**src/rtl/occ_search_ctrl_if.sv**
```systemverilog
// Request/result and Occ ROM signals of the FM-index backward-search sequencer.
// Master drives requests and ROM data; slave is the sequencer.
interface occ_search_ctrl_if #(
    parameter int MAX_LEN = 32,
    parameter int LEN_W   = 6
);
    logic                   start;
    logic [2*MAX_LEN-1:0]   query;
    logic [LEN_W-1:0]       query_len;
    logic [31:0]            c_table;
    logic                   occ_ce;
    logic [7:0]             occ_addr_1;
    logic [7:0]             occ_addr_2;
    logic [31:0]            occ_data_1;
    logic [31:0]            occ_data_2;
    logic                   busy;
    logic                   done;
    logic                   found;
    logic [7:0]             sa_k;
    logic [7:0]             sa_l;

    modport master (
        output start, query, query_len, c_table,
        output occ_data_1, occ_data_2,
        input  occ_ce, occ_addr_1, occ_addr_2,
        input  busy, done, found, sa_k, sa_l
    );

    modport slave (
        input  start, query, query_len, c_table,
        input  occ_data_1, occ_data_2,
        output occ_ce, occ_addr_1, occ_addr_2,
        output busy, done, found, sa_k, sa_l
    );
endinterface

```
**src/rtl/occ_search_ctrl.sv**
```systemverilog
// FM-index backward search: walks the query last-to-first, narrowing [k,l]
// using two Occ ROM lookups per base.
module occ_search_ctrl #(
    parameter int REF_LEN = 256,
    parameter int MAX_LEN = 32,
    parameter int LEN_W   = 6
) (
    input  logic              clk,
    input  logic              rst,
    occ_search_ctrl_if.slave  bus
);

    typedef enum logic [1:0] {
        IDLE,
        SETUP,
        STEP,
        DONE
    } state_t;

    localparam logic [7:0] L_INIT = 8'(REF_LEN - 1);

    state_t               state;
    logic [2*MAX_LEN-1:0] query_q;
    logic [LEN_W-1:0]     len_q;
    logic [31:0]          ctab_q;
    logic [7:0]           k;
    logic [7:0]           l;
    logic [LEN_W-1:0]     idx;
    logic                 busy_q;
    logic                 done_q;
    logic                 found_q;
    logic [7:0]           sa_k_q;
    logic [7:0]           sa_l_q;

    logic [1:0]           a;
    logic [7:0]           c_a;
    logic [7:0]           ok;
    logic [7:0]           ol;
    logic [8:0]           kn;
    logic [8:0]           sl;
    logic                 hit;
    logic [7:0]           l_next;

    function automatic logic [7:0] pick(
        input logic [31:0] w,
        input logic [1:0]  s
    );
        logic [7:0] r;
        unique case (s)
            2'd0:    r = w[7:0];
            2'd1:    r = w[15:8];
            2'd2:    r = w[23:16];
            default: r = w[31:24];
        endcase
        return r;
    endfunction

    assign a   = 2'(query_q >> {idx, 1'b0});
    assign c_a = pick(ctab_q, a);
    // Occ(a,-1) is defined as zero, so port 1 is ignored while k is 0
    assign ok  = (k == 8'd0) ? 8'd0 : pick(bus.occ_data_1, a);
    assign ol  = pick(bus.occ_data_2, a);
    assign kn  = {1'b0, c_a} + {1'b0, ok};
    assign sl  = {1'b0, c_a} + {1'b0, ol};
    assign hit = kn < sl;
    assign l_next = 8'(sl - 9'd1);

    always_comb begin
        bus.occ_ce     = 1'b0;
        bus.occ_addr_1 = 8'd0;
        bus.occ_addr_2 = 8'd0;
        if (state == STEP) begin
            bus.occ_ce     = 1'b1;
            bus.occ_addr_1 = (k == 8'd0) ? 8'd0 : k - 8'd1;
            bus.occ_addr_2 = l;
        end
    end

    assign bus.busy  = busy_q;
    assign bus.done  = done_q;
    assign bus.found = found_q;
    assign bus.sa_k  = sa_k_q;
    assign bus.sa_l  = sa_l_q;

    always_ff @(posedge clk or posedge rst) begin
        if (rst) begin
            state   <= IDLE;
            query_q <= '0;
            len_q   <= '0;
            ctab_q  <= '0;
            k       <= '0;
            l       <= '0;
            idx     <= '0;
            busy_q  <= 1'b0;
            done_q  <= 1'b0;
            found_q <= 1'b0;
            sa_k_q  <= '0;
            sa_l_q  <= '0;
        end else begin
            unique case (state)
                IDLE: begin
                    if (bus.start) begin
                        query_q <= bus.query;
                        len_q   <= bus.query_len;
                        ctab_q  <= bus.c_table;
                        busy_q  <= 1'b1;
                        state   <= SETUP;
                    end
                end
                SETUP: begin
                    k   <= 8'd0;
                    l   <= L_INIT;
                    idx <= len_q - 1'b1;
                    if (len_q == '0) begin
                        found_q <= 1'b1;
                        sa_k_q  <= 8'd0;
                        sa_l_q  <= L_INIT;
                        done_q  <= 1'b1;
                        state   <= DONE;
                    end else begin
                        state <= STEP;
                    end
                end
                STEP: begin
                    if (hit) begin
                        k <= kn[7:0];
                        l <= l_next;
                        if (idx == '0) begin
                            found_q <= 1'b1;
                            sa_k_q  <= kn[7:0];
                            sa_l_q  <= l_next;
                            done_q  <= 1'b1;
                            state   <= DONE;
                        end else begin
                            idx <= idx - 1'b1;
                        end
                    end else begin
                        // empty interval: report the last non-empty one
                        found_q <= 1'b0;
                        sa_k_q  <= k;
                        sa_l_q  <= l;
                        done_q  <= 1'b1;
                        state   <= DONE;
                    end
                end
                DONE: begin
                    done_q <= 1'b0;
                    busy_q <= 1'b0;
                    state  <= IDLE;
                end
                default: state <= IDLE;
            endcase
        end
    end

endmodule

```
**src/flat_wrapper.sv**
```systemverilog
// flat-port wrapper written by rule: the top's interface ports become plain ports
module occ_search_ctrl_flat 
#(
    parameter int REF_LEN = 256,
    parameter int MAX_LEN = 32,
    parameter int LEN_W   = 6
)
  (clk, rst, bus_start, bus_query, bus_query_len, bus_c_table, bus_occ_data_1, bus_occ_data_2, bus_occ_ce, bus_occ_addr_1, bus_occ_addr_2, bus_busy, bus_done, bus_found, bus_sa_k, bus_sa_l);
  occ_search_ctrl_if #(.MAX_LEN(MAX_LEN), .LEN_W(LEN_W)) bus_i ();
  input  logic clk;
  input  logic rst;
  input wire logic [$bits(bus_i.start)-1:0] bus_start;
  input wire logic [$bits(bus_i.query)-1:0] bus_query;
  input wire logic [$bits(bus_i.query_len)-1:0] bus_query_len;
  input wire logic [$bits(bus_i.c_table)-1:0] bus_c_table;
  input wire logic [$bits(bus_i.occ_data_1)-1:0] bus_occ_data_1;
  input wire logic [$bits(bus_i.occ_data_2)-1:0] bus_occ_data_2;
  output wire logic [$bits(bus_i.occ_ce)-1:0] bus_occ_ce;
  output wire logic [$bits(bus_i.occ_addr_1)-1:0] bus_occ_addr_1;
  output wire logic [$bits(bus_i.occ_addr_2)-1:0] bus_occ_addr_2;
  output wire logic [$bits(bus_i.busy)-1:0] bus_busy;
  output wire logic [$bits(bus_i.done)-1:0] bus_done;
  output wire logic [$bits(bus_i.found)-1:0] bus_found;
  output wire logic [$bits(bus_i.sa_k)-1:0] bus_sa_k;
  output wire logic [$bits(bus_i.sa_l)-1:0] bus_sa_l;
  assign bus_i.start = bus_start;
  assign bus_i.query = bus_query;
  assign bus_i.query_len = bus_query_len;
  assign bus_i.c_table = bus_c_table;
  assign bus_i.occ_data_1 = bus_occ_data_1;
  assign bus_i.occ_data_2 = bus_occ_data_2;
  assign bus_occ_ce = bus_i.occ_ce;
  assign bus_occ_addr_1 = bus_i.occ_addr_1;
  assign bus_occ_addr_2 = bus_i.occ_addr_2;
  assign bus_busy = bus_i.busy;
  assign bus_done = bus_i.done;
  assign bus_found = bus_i.found;
  assign bus_sa_k = bus_i.sa_k;
  assign bus_sa_l = bus_i.sa_l;
  occ_search_ctrl #(.REF_LEN(REF_LEN), .MAX_LEN(MAX_LEN), .LEN_W(LEN_W)) u_core (.clk(clk), .rst(rst), .bus(bus_i));
endmodule
```
**config.mk**
```make
export PLATFORM = sky130hd
export DESIGN_NAME = occ_search_ctrl_flat
export DESIGN_NICKNAME = d
export VERILOG_FILES = /design/src/rtl/occ_search_ctrl_if.sv /design/src/rtl/occ_search_ctrl.sv /design/src/flat_wrapper.sv
export SDC_FILE = /design/constraint.sdc
export NUM_CORES = 1
export LEC_CHECK = 0
export CAP_MARGIN = 25
export CORE_MARGIN = 3
export CORE_UTILIZATION = 55
export DETAILED_ROUTE_END_ITERATION = 6
export PLACE_DENSITY = 0.87
export SETUP_SLACK_MARGIN = 0.1
export SYNTH_ARGS = -nofsm -noshare
export SYNTH_HDL_FRONTEND = slang
export SYNTH_SLANG_ARGS = --single-unit
```
**constraint.sdc**
```tcl
create_clock -name clk -period 12 [get_ports clk]
set_clock_uncertainty 0.05 [all_clocks]
set_input_delay 2.4 -clock clk [delete_from_list [all_inputs] [get_ports clk]]
set_output_delay 2.4 -clock clk [all_outputs]
set_load 0.005 [all_outputs]
```
After elaboration in Yosys (flattened, before gate mapping). Index checks and enable logic that the tools add are counted.

Register bits: 145. Bits in latches: 0. RAM bits: 0. Memory bits (read-only): 0. Bits of input ports: 169. Output and inout port bits: 36. Word-level logic and storage cells: 81. Memories: 0.

Add/sub/neg operators: 6. Multipliers: 0. Div/mod/pow operators: 0. $lt $le $gt $ge: 1. Eq/ne operators: 10. Shift operators: 1. Multiplexer cells: 36. Bitwise operators: 0. Reduce and logical (&&, ||, !) cells: 15.

Operators with widths (count): $mux 8 (12); $pmux 8 s3 (3); $pmux 8 s2 (4); $shr 64x7->2 (1); $add 8x8->9 (2); $sub 8x1->8 const B (2); $logic_not 6->1 (2); $mux 6 (2); $pmux 6 s2 (1); $sub 6x1->6 const B (2); $lt 9x9->1 (1); $reduce_and 3->1 (3); $logic_not 8->1 (1); $pmux 2 s4 (1); $reduce_and 2->1 (4); $mux 1 (7); $eq 2x2->1 const B (3); $mux 2 (3); $eq 2x1->1 const B (2); $logic_not 2->1 (2); $ne 2x1->1 const B (2); $ne 2x2->1 const B (2); $pmux 1 s2 (2); $reduce_bool 2->1 (2); 3 further kinds (3).

Logic depth before layout (Yosys ltp).
Word-level depth: 8. Mapped depth: 25. Gate-level depth less buffers: 21.

Worst setup path after synthesis. No wires, ideal clock.

Path type: input to register. From: input port bus_occ_data_2[16]. To: register u_core.l[4]. Setup time: 128 ps. Data arrival time: 5825 ps. Data required time: 11822 ps. Setup slack: 5997 ps. Cell stages on the path: 16. Buffers on the path: 1. Cells stage by stage: mux2_2 -> nor2_1 -> a21oi_2 -> ha_1 -> fa_1 -> a21oi_1 -> o211a_1 -> o221ai_1 -> ha_1 -> nand4_1 -> a21o_1 -> a31oi_1 -> o21ai_1 -> and2_1 -> clkbuf_1 -> mux2_1.

Cells in the longest elaborated chain, start to end: 5. Elaborated cells on any way between the ends: 8. Those cells by class: 2 x add/sub; 1 x order compare; 1 x eq/ne; 3 x mux; 1 x reduce/logical.

RTL lines: from (decl) (RTL line flat_wrapper.sv:17) `input wire logic [$bits(bus_i.occ_data_2)-1:0] bus_occ_data_2;`; $pmux 8 s3 * (RTL line occ_search_ctrl.sv:49) `unique case (s)`; $add 8x8->9 * (RTL line occ_search_ctrl.sv:64) `assign sl = {1'b0, c_a} + {1'b0, ol};`; $sub 8x1->8 or $lt 9x9->1 (tied branches) (RTL line occ_search_ctrl.sv:66, occ_search_ctrl.sv:65); $mux 8 or $ne 2x1->1 (tied branches); $pmux 8 s2 or $reduce_and 2->1 (tied branches); to (signal assigned) (RTL line occ_search_ctrl.sv:127) `l <= l_next;`; to (decl) (RTL line occ_search_ctrl.sv:27) `logic [7:0] l;`.

Mark *: on every way between the ends. The rest lies on a longest branch, timed or not. The select of a mux whose other input is x is not followed. A chain may end at the register's enable or synchronous reset.

Final worst setup path.
From: register u_core.idx[1]. To: register u_core.l[3].

Cells in the longest elaborated chain, start to end: 8. Elaborated cells on any way between the ends: 16. Those cells by class: 3 x add/sub; 1 x order compare; 3 x eq/ne; 1 x shift; 6 x mux; 2 x reduce/logical.

RTL lines: from (decl) (RTL line occ_search_ctrl.sv:28) `logic [LEN_W-1:0] idx;`; from (signal assigned) (RTL line occ_search_ctrl.sv:113) `idx <= len_q - 1'b1;`; from (signal assigned) (RTL line occ_search_ctrl.sv:135) `idx <= idx - 1'b1;`; $shr 64x7->2 * (RTL line occ_search_ctrl.sv:58) `assign a = 2'(query_q >> {idx, 1'b0});`; $eq 2x2->1 (tied with other cells) (RTL line occ_search_ctrl.sv:49); $pmux 8 s3 (RTL line occ_search_ctrl.sv:49); $mux 8 (RTL line occ_search_ctrl.sv:61) `assign ok = (k == 8'd0) ? 8'd0 : pick(bus.occ_data_1, a);`; $add 8x8->9 (RTL line occ_search_ctrl.sv:63) `assign kn = {1'b0, c_a} + {1'b0, ok};`; $lt 9x9->1 (RTL line occ_search_ctrl.sv:65) `assign hit = kn < sl;`; $ne 2x1->1 (no source line); $reduce_and 2->1 (no source line).

Marks and branches as above.

==> impl_results.md <==
* Status: finished clean
* First-pass GRT wire length at roughly 34 mm
* Register-to-Register Setup Slack at around 4.0 ns
* WP buf/inv at 2
* Number of buffers created by CTS at 17
* Resized cells post-CTS at 0
* Synth Instances at 742
* Largest net degree at the start of global routing at 81
* Initial Utilization at 0.564
* Vias per cell at 5.97
* Synth area leader: dfrtp_1
* Crit Path Category: reg -> reg
* Crit path DAT at 8.27 ns
* Vias in the first global route at between 6000 and 7000
* CP delay by family, top: multiplexers
* Total core area at 15200 sq um
* Area grow syn2layout at 31.9%
* Die Span Y at 131 um
* Slowest CP cell: o21ai_1
* H-tree depth at 4
* CTS tree: done
* Final max-slew violation count at 0
* Initial antenna violation count at 0
* Fill cells at 1000
* Levels on crit path at 20
* Routed wire length at 21.7 mm
* Multi-input gate area at 4610 sq um
* Max_slew headroom at 0.273
* Fin crit share at 0.668
* # nets final at roughly 1100
* Num ports at 205
* Diodes inserted at 0
* Top cells by area, synth: dfrtp_1, mux2_2, mux4_1
* EDFF count, synth at 0
* CTS sink count at 145
* Crit-path cells: mux4_1 > mux4_1 > a22oi_4 > buf_4 > mux2i_1 > mux2i_1 > inv_1 > fa_1 > nor2b_1 > o21ai_0 > a21boi_0 > o22ai_1 > xnor2_1 > ha_1 > nand4_1 > a21o_1 > a31oi_1 > o21ai_1 > and2_1 > mux2_1
* Area share of the largest cell type after synthesis at 0.423
* Slowest Stage Delay on Critical Path at between 0.9 and 1 ns
* DRT antenna net count at 0
* Later-pin clock latency in the skew report at 0.43 ns
* Die ar. at 17100 sq um
* Critical Path End Type: flip-flop
* Post-synthesis async set-or-reset flop share at 1.00
* Syn nets at 945
* Startpoint type of the worst setup path: flip-flop
* Fin Setup TNS at 0 ns
* RR Startpoint: u_core.idx[1]$_DFFE_PP0P_
* Residual DRC at 0
* Ys flop type: dfrtp_1
* Worst R2R Path Depth at 20
* Post-CTS setup buffers at 0
* Initial DRT Pass Iterations at 7
* Congestion Overflow GR at 0
* Worst-margin pin slew at 1.08 ns
* DR WL/cell at 19.2 um
* Mean post-synth cell area at approximately 12 sq um
* Port bufs at 204
* Setup crit start: u_core.idx[1]$_DFFE_PP0P_
* Critical path peak fanout at 48
* Synth unique cells at 58
* Fmax at about 0.12 GHz
* Synthesized area at 8570 sq um
* Yosys reg bits at 145
* DP HPWL at 16.1 mm
* CP endpoint: u_core.l[3]$_DFFE_PP0P_
* Critical R2R Capture: u_core.l[3]$_DFFE_PP0P_
* RSZ-0062 raised after global routing: false
* Final setup viols at 0
* CTS clk-pin slew, worst paths at 0.07 ns
* Final hold viol count at 0
* GPL Wtd Cong at ~0.92
* Hold path start: u_core.query_q[9]$_DFFE_PP0P_
* Initial DRC Count at between 500 and 600
* GRT Util Overall at 0.257
* Hold Crit Class: reg -> reg
* Register Area at ~3600 sq um
* Max Cap Violations at 0
* Root Driver: clkbuf_16
* Horiz. Die Dim at around 130 um
* Via count at about 6800
* CP required at 12.26 ns
* Ys Warns at 0
* Site row count at 45
* Post-synthesis sequential area ratio at 0.423
* CTS max path bufs at 2
* Share of layout cells above drive strength 1 at 0.196
* Period minus WS final at 8.01 ns
* CTS Hold Buffers Added at 0
[synthesized netlist by cell type, types with 7 or more instances]
cell type,number
dfrtp_1,145
a21oi_1,36
mux2_2,117
and2_1,10
mux2_1,8
clkbuf_1,29
o31ai_1,7
o21ai_1,15
nand2_1,24
o22ai_1,9
ha_1,32
a21oi_2,13
a31oi_1,11
nor2_1,42
xor2_1,7
mux4_1,16
nand4_1,15
xnor2_1,12
inv_1,27
nand3_1,12
mux2i_1,38
o21ai_0,23
nor3_1,7
[layer usage]
layer / vias to the layer above / track usage / share of wire
li1: 3161 / - / -
met1: 3286 / 0.334 / 0.41
met2: 282 / 0.432 / 0.49
met3: 35 / 0.0675 / 0.078
met4: 0 / 0.0684 / 0.016
met5: - / 0 / 0
[worst min-delay path by stage]
stage,end,slack [ns],cells past startpoint
floorplan,u_core.query_q[10]$_DFFE_PP0P_,0.42,1
global placement,u_core.bus.done$_DFFE_PP0P_,0.42,2
detailed placement,u_core.query_q[39]$_DFFE_PP0P_,0.44,1
CTS,u_core.query_q[60]$_DFFE_PP0P_,0.45,1
global route,u_core.bus.sa_l[3]$_DFFE_PP0P_,0.46,1
finish,u_core.query_q[9]$_DFFE_PP0P_,0.45,1
[flip-flops by register name, summed over array words and instances, names as in the netlist]
signal and flops:
u_core.bus.sa_k 8, u_core.l 8, u_core.ctab_q 32, u_core.bus.done 1
u_core.bus.sa_l 8, u_core.k 8, u_core.len_q 6, u_core.state 2
u_core.bus.found 1, u_core.query_q 64, u_core.idx 6, u_core.bus.busy 1
[worst reg2reg max path, stage by stage, from the launching register on]
cell      delay (ns)
dfrtp_1         0.87
mux4_1          0.66
mux4_1          0.55
a22oi_4         0.18
buf_4           0.58
mux2i_1         0.21
mux2i_1         0.38
inv_1           0.12
fa_1            0.47
nor2b_1         0.12
o21ai_0         0.09
a21boi_0        0.33
o22ai_1         0.16
xnor2_1         0.28
ha_1            0.32
nand4_1         0.12
a21o_1          0.11
a31oi_1         0.21
o21ai_1         0.91
and2_1          0.78
mux2_1          0.39
[cells by family after synthesis]
logic type | Yosys count | synth area share
AOI/OAI and AO/OA | 159 | 0.123
adders and majority gates | 34 | 0.0514
xor gates and xnor gates | 19 | 0.0194
buffers and inverters | 70 | 0.0403
and+or+nand+nor | 132 | 0.0746
DFF | 145 | 0.423
muxes | 183 | 0.268
[through the flow]
stage	instance area, sq um	util	worst slack [ns]	std cells	hold WS (ns)
3_5_place_dp	10700	0.702	4.06	1099	0.438
5_1_grt	11300	0.744	3.33	1133	0.461
2_1_floorplan	8570	-	5.66	742	0.420
4_1_cts	11300	0.742	4.05	1131	0.453
3_3_place_gp	10700	0.701	4.35	1098	0.416
6_report	11300	0.744	3.99	1133	0.448
[cell type report]
type,count,share of cell area
timing repair buffer,212,0.188
inverter,29,0.0101
clock inverter,15,0.0153
multi-input combinational,527,0.407
tap,188,0.0208
clock buffer,17,0.0376
sequential,145,0.321
[placed cells by master, fill, tap and decap left out, types with 7 or more instances in the layout]
cell type,Yosys,final
ha_1,32,32
mux2_2,117,117
nand4_1,15,15
mux2i_1,38,38
nor3_1,7,7
inv_1,27,26
nand2_1,24,23
xor2_1,7,7
and2_1,10,10
o31ai_1,7,7
clkbuf_16,0,17
dfrtp_1,145,145
o22ai_1,9,9
clkdlybuf4s50_1,0,204
a31oi_1,11,11
a21oi_2,13,13
nor2_1,42,42
mux4_1,16,16
mux2_1,8,8
a21oi_1,36,36
o21ai_0,23,23
o21ai_1,15,15
nand3_1,12,12
xnor2_1,12,12
Power is left out: the tool's default activity adds up to more than one toggle a clock period on the data nets, which glitch-free logic cannot reach.
